## config.mk

```make
export PLATFORM = sky130hd
export DESIGN_NAME = serializer
export DESIGN_NICKNAME = d
export VERILOG_FILES = /design/src/rtl/serdes_pkg.sv /design/src/rtl/serializer_ctrl.sv /design/src/rtl/serializer.sv
export SDC_FILE = /design/constraint.sdc
export NUM_CORES = 1
export LEC_CHECK = 0
export CAP_MARGIN = 25
export CORE_MARGIN = 10
export CORE_UTILIZATION = 50
export CTS_CLUSTER_DIAMETER = 150
export DETAILED_ROUTE_END_ITERATION = 10
export GPL_ROUTABILITY_DRIVEN = 1
export GPL_TIMING_DRIVEN = 0
export PLACE_DENSITY = 0.84
export RECOVER_POWER = 50
export SLEW_MARGIN = 20
export SYNTH_ARGS = -nofsm -noshare
export SYNTH_HDL_FRONTEND = slang
export SYNTH_SLANG_ARGS = --single-unit
export TNS_END_PERCENT = 30
```

## constraint.sdc

```tcl
create_clock -name clk -period 2 [get_ports clk]
set_input_delay 0.2 -clock clk [delete_from_list [all_inputs] [get_ports clk]]
set_output_delay 0.2 -clock clk [all_outputs]
set_load 0.05 [all_outputs]
```

## src/rtl/serdes_pkg.sv

```systemverilog
// Shared types and helpers for the serializer/deserializer pair.
package serdes_pkg;

    typedef enum logic [1:0] {
        IDLE = 2'b00,
        SEND = 2'b01
    } state_t;

    // Sample-index width; a one-sample frame still needs a 1-bit counter.
    function automatic int cnt_width(input int n);
        return (n <= 2) ? 1 : $clog2(n);
    endfunction

endpackage

```

## src/rtl/serializer_ctrl.sv

```systemverilog
// Frame sequencing for the serializer: IDLE/SEND state and the sample index.
module serializer_ctrl
    import serdes_pkg::*;
#(
    parameter  int N_SAMPLES = 8,
    localparam int CW        = cnt_width(N_SAMPLES)
) (
    input  logic          clk,
    input  logic          reset,
    input  logic          recv_val,
    input  logic          send_rdy,
    output logic          recv_rdy,
    output logic          send_val,
    output logic          send_last,
    output logic          load,
    output logic [CW-1:0] count
);

    localparam logic [CW-1:0] LAST_IDX = CW'(N_SAMPLES - 1);

    state_t        r_state;
    state_t        w_state_nxt;
    logic [CW-1:0] r_count;
    logic [CW-1:0] w_count_nxt;
    logic          w_at_last;

    assign w_at_last = (r_count == LAST_IDX);
    assign count     = r_count;

    always_ff @(posedge clk or negedge reset) begin
        if (!reset) begin
            r_state <= IDLE;
            r_count <= '0;
        end else begin
            r_state <= w_state_nxt;
            r_count <= w_count_nxt;
        end
    end

    always_comb begin
        w_state_nxt = r_state;
        w_count_nxt = r_count;
        case (r_state)
            IDLE: begin
                if (load) begin
                    w_state_nxt = SEND;
                    w_count_nxt = '0;
                end
            end
            SEND: begin
                if (send_rdy) begin
                    if (w_at_last) begin
                        // A frame offered on the last handshake is loaded, so stay in SEND.
                        w_count_nxt = '0;
                        if (!recv_val) begin
                            w_state_nxt = IDLE;
                        end
                    end else begin
                        w_count_nxt = r_count + CW'(1);
                    end
                end
            end
            default: begin
                w_state_nxt = IDLE;
                w_count_nxt = '0;
            end
        endcase
    end

    // send_rdy feeds recv_rdy combinationally so frames can abut without a bubble.
    always_comb begin
        send_val  = (r_state == SEND);
        send_last = send_val && w_at_last;
        recv_rdy  = reset && ((r_state == IDLE) || (send_last && send_rdy));
        load      = recv_val && recv_rdy;
    end

endmodule

```

## src/rtl/serializer.sv

```systemverilog
// Parallel-to-serial stage: captures a whole frame, then emits it one sample per handshake.
module serializer
    import serdes_pkg::*;
#(
    parameter int N_SAMPLES = 8,
    parameter int BIT_WIDTH = 32
) (
    input  logic                 clk,
    input  logic                 reset,
    input  logic                 recv_val,
    output logic                 recv_rdy,
    input  logic [BIT_WIDTH-1:0] recv_msg [N_SAMPLES],
    output logic                 send_val,
    input  logic                 send_rdy,
    output logic [BIT_WIDTH-1:0] send_msg,
    output logic                 send_last
);

    localparam int CW = cnt_width(N_SAMPLES);

    logic                 w_load;
    logic [CW-1:0]        w_count;
    logic [BIT_WIDTH-1:0] r_buf [N_SAMPLES];

    serializer_ctrl #(
        .N_SAMPLES (N_SAMPLES)
    ) u_ctrl (
        .clk       (clk),
        .reset     (reset),
        .recv_val  (recv_val),
        .send_rdy  (send_rdy),
        .recv_rdy  (recv_rdy),
        .send_val  (send_val),
        .send_last (send_last),
        .load      (w_load),
        .count     (w_count)
    );

    always_ff @(posedge clk or negedge reset) begin
        if (!reset) begin
            for (int i = 0; i < N_SAMPLES; i++) begin
                r_buf[i] <= '0;
            end
        end else if (w_load) begin
            for (int i = 0; i < N_SAMPLES; i++) begin
                r_buf[i] <= recv_msg[i];
            end
        end
    end

    assign send_msg = send_val ? r_buf[w_count] : '0;

endmodule

```

==> results.yml <==
power:
  powerDensity_nw_per_um2: 1660
  leakage_nw: 7.72
  p_total_w: 0.0300
  vdd_drop_max_v: 0.00106
sta:
  finalCriticalPeriod_ns: 2.42
  holdWs_ns: -0.448
  slew_viol_final: 0
  fin_ws_ns: -0.423
  tns_ns: -44.77
  min_period_over_period_pct: 121
  rsz0062_at_grt: "true"
  setup-violations-final: 288
  max_freq_mhz: 413
  hold_violations: 73
  worst_pin_slew_ns: 1.17
  fin_skew_ns: 0.00428
  slew-limit-headroom_pct: 22.1
die:
  start_util_pct: 51.0
  fp.dieW_um: 175
  design.die.area_um2: 30600
  fp-row-count: 56
  floorplan.die.height_um: 175
  coreArea_um2: 23500
  ios: 295
clock_tree:
  cts_tree: "done"
  cts_hold_buf: 1
  cts_made_buffers: 28
  cts_root_buf: "clkbuf_16"
  path_clk_slew_ns: 0.06
  clock-sinks: 260
  insertion_delay_ns: 0.54
  htreeDepth: 1
  clockBufferDepth: 3
synthesis:
  synth_fp_nets: 1044
  postSynthCellCount: 782
  synth_cell_types: 26
  avgSynthCellArea_um2: 15.4
  synthTopCellsByArea: "dfrtp_1 54%, mux2_1 14%, mux2_2 13%"
  ys_ff_latch: 260
  synth.top_cell.area_share_pct: 54.2
  synth_warnings: 0
  netlist_area_um2: 12000
  yosysSeqAreaShare_pct: 54.2
  synth_area_leader_cell: "dfrtp_1"
route:
  via_count: 8326
  ant_nets: 0
  post_drt_wl_per_cell_um: 26.1
  drt_wl_total_um: 38800
  drtIter0Drc: 577
  firstDrtPassIters: 5
  drcViolationCount: 0
  vias_per_cell: 5.60
global_routing:
  overflow: 0
  grt_start_max_net_pins: 76
  grt_usage_pct: 23.1
  use_met2_pct: 38.4
  use_met1_pct: 30.0
  busiest_layer: "met2"
  grtUsageMet3_pct: 4.72
  antenna_found_initial: 10
  grt_first_pass_wirelength_um: 54600
  grt_pass1_vias: 8855
finish:
  area_growth_syn_to_layout_pct: 50.5
  layout.nets: 1402
  drive_above_1_share_pct: 44.2
worst_setup_path:
  worstRegToRegCells: 10
  critPathRequiredTime_ns: 1.80
  r2r_end: "r_buf[142]"
  reg2reg_slack_ns: -0.24
  start_kind: "register"
  setup.worst_path.class: "reg2out"
  end_kind: "output pin"
  crit_path_max_fanout: 10
  worstReg2RegStart: "u_ctrl.count[1]"
  critPathLaunch: "u_ctrl.count[2]"
  arrival_ns: 2.22
  cp-endpoint: "send_msg[18]"
placement:
  place.gp.congestion: 0.865
  io_buffers: 294
  place_ws_ns: -1.09
  hpwlAfterDp_um: 26700
status:
  violations: "hold timing, setup timing"
  outcome: "complete, but fails checks"
flow_run:
  max_cap_viol_count: 0
min_path:
  hold_path_class: "in2async"
power breakdown:
group / internal, W / total (W) / leakage (nW) / switching (W)
Sequential: 0.00785 / 0.00926 / 3.16 / 0.00142
Combinational: 0.00769 / 0.0152 / 4.07 / 0.00747
Clock: 0.00341 / 0.00554 / 0.486 / 0.00213
metrics by stage:
| step | instance area [um2] | utilization [%] | std cells |
|---|---|---|---|
| 4_1_cts | 17200 | 73.1 | 1463 |
| 3_3_place_gp | 15600 | 66.1 | 1395 |
| 5_1_grt | 18100 | 76.8 | 1486 |
| 2_1_floorplan | 12200 | - | 782 |
| 3_5_place_dp | 15600 | 66.4 | 1397 |
| 6_report | 18100 | 76.8 | 1488 |
Yosys cell counts:
cell type  instances
mux2i_1           32
buf_4              5
nand2_1            4
o21ai_0           33
clkbuf_1           8
mux4_2            24
ha_1               2
or2b_1             1
a221oi_2           1
o21a_1             1
a21boi_0           1
nor2_1             2
and2_1             1
buf_6             33
mux4_1             8
clkbuf_2           1
buf_1              1
a32o_1             1
a221oi_1          31
dfrtp_1          260
a21oi_4            1
mux2_2           142
inv_1             32
buf_2              9
a22o_1             1
mux2_1           147
registers in the layout (all words and copies together), names as in the netlist:
register	flops
r_buf	256
u_ctrl.count	3
u_ctrl.r_state	1
logic make-up after synthesis:
kind of cell             after synthesis  share of synthesized area, %
AND/OR/NAND/NOR                        8                         0.302
multiplexers                         353                          36.0
adder cells (fa/ha/maj)                2                         0.208
flip-flops                           260                          54.2
buffers and inverters                 89                          5.11
AO/OA/AOI/OAI                         70                          4.18
layout by cell type, fill, tap and decap left out, types with 2 or more instances in the layout:
master           count
dfrtp_1            259
clkdlybuf4s50_1    258
mux2_2             140
mux2_4             100
mux2_1              49
buf_6               40
clkbuf_16           39
buf_12              35
mux2i_1             32
mux4_2              32
inv_2               27
o21ai_1             24
a221oi_2            20
buf_4               18
a221oi_4            12
diode_2              9
clkbuf_8             8
buf_8                6
o21ai_0              6
clkbuf_1             6
buf_2                5
clkbuf_2             5
inv_1                4
bufinv_16            4
clkinv_2             4
o21ai_2              3
nand2_1              3
buf_16               3
bufbuf_16            2
routing by layer:
metal	share of wire (%)	wire, um
met1	41	16000
met2	50	19600
met3	5.4	2100
met4	2.9	1140
met5	0.057	22
critical path, stage by stage, from the launching register on:
cell,delay [ns]
dfrtp_1,0.39
buf_6,0.15
buf_12,0.15
buf_12,0.14
mux4_2,0.31
inv_2,0.06
a221oi_4,0.26
buf_6,0.20
worst min-delay path by stage:
| stage | endpoint | depth (start not counted) |
|---|---|---|
| final | r_buf[69] | 1 |
| after floorplan | r_buf[0] | 0 |
| after CTS | r_buf[69] | 1 |
| after global placement | r_buf[202] | 1 |
| after detailed placement | r_buf[69] | 1 |
| after global routing | r_buf[133] | 1 |
what timing repair did:
item,4_1_cts,5_1_grt
setup buffers,10,8
gates cloned,5,9
endpoints found under the setup margin,291,283
resized for setup,370,183
endpoints found under the hold margin,119,73
pin swaps,3,6
cell type report:
type / count / area [um2]
fill: 1418 / 5470
antenna: 9 / 22.5
tap: 319 / 399
inverter: 32 / 123
sequential: 260 / 6510
buffer: 57 / 882
clock buffer: 41 / 841
timing repair buffer: 328 / 3550
clock inverter: 9 / 148
multi-input combinational: 433 / 5600
No activity file was read; power rests on OpenSTA's default activity.
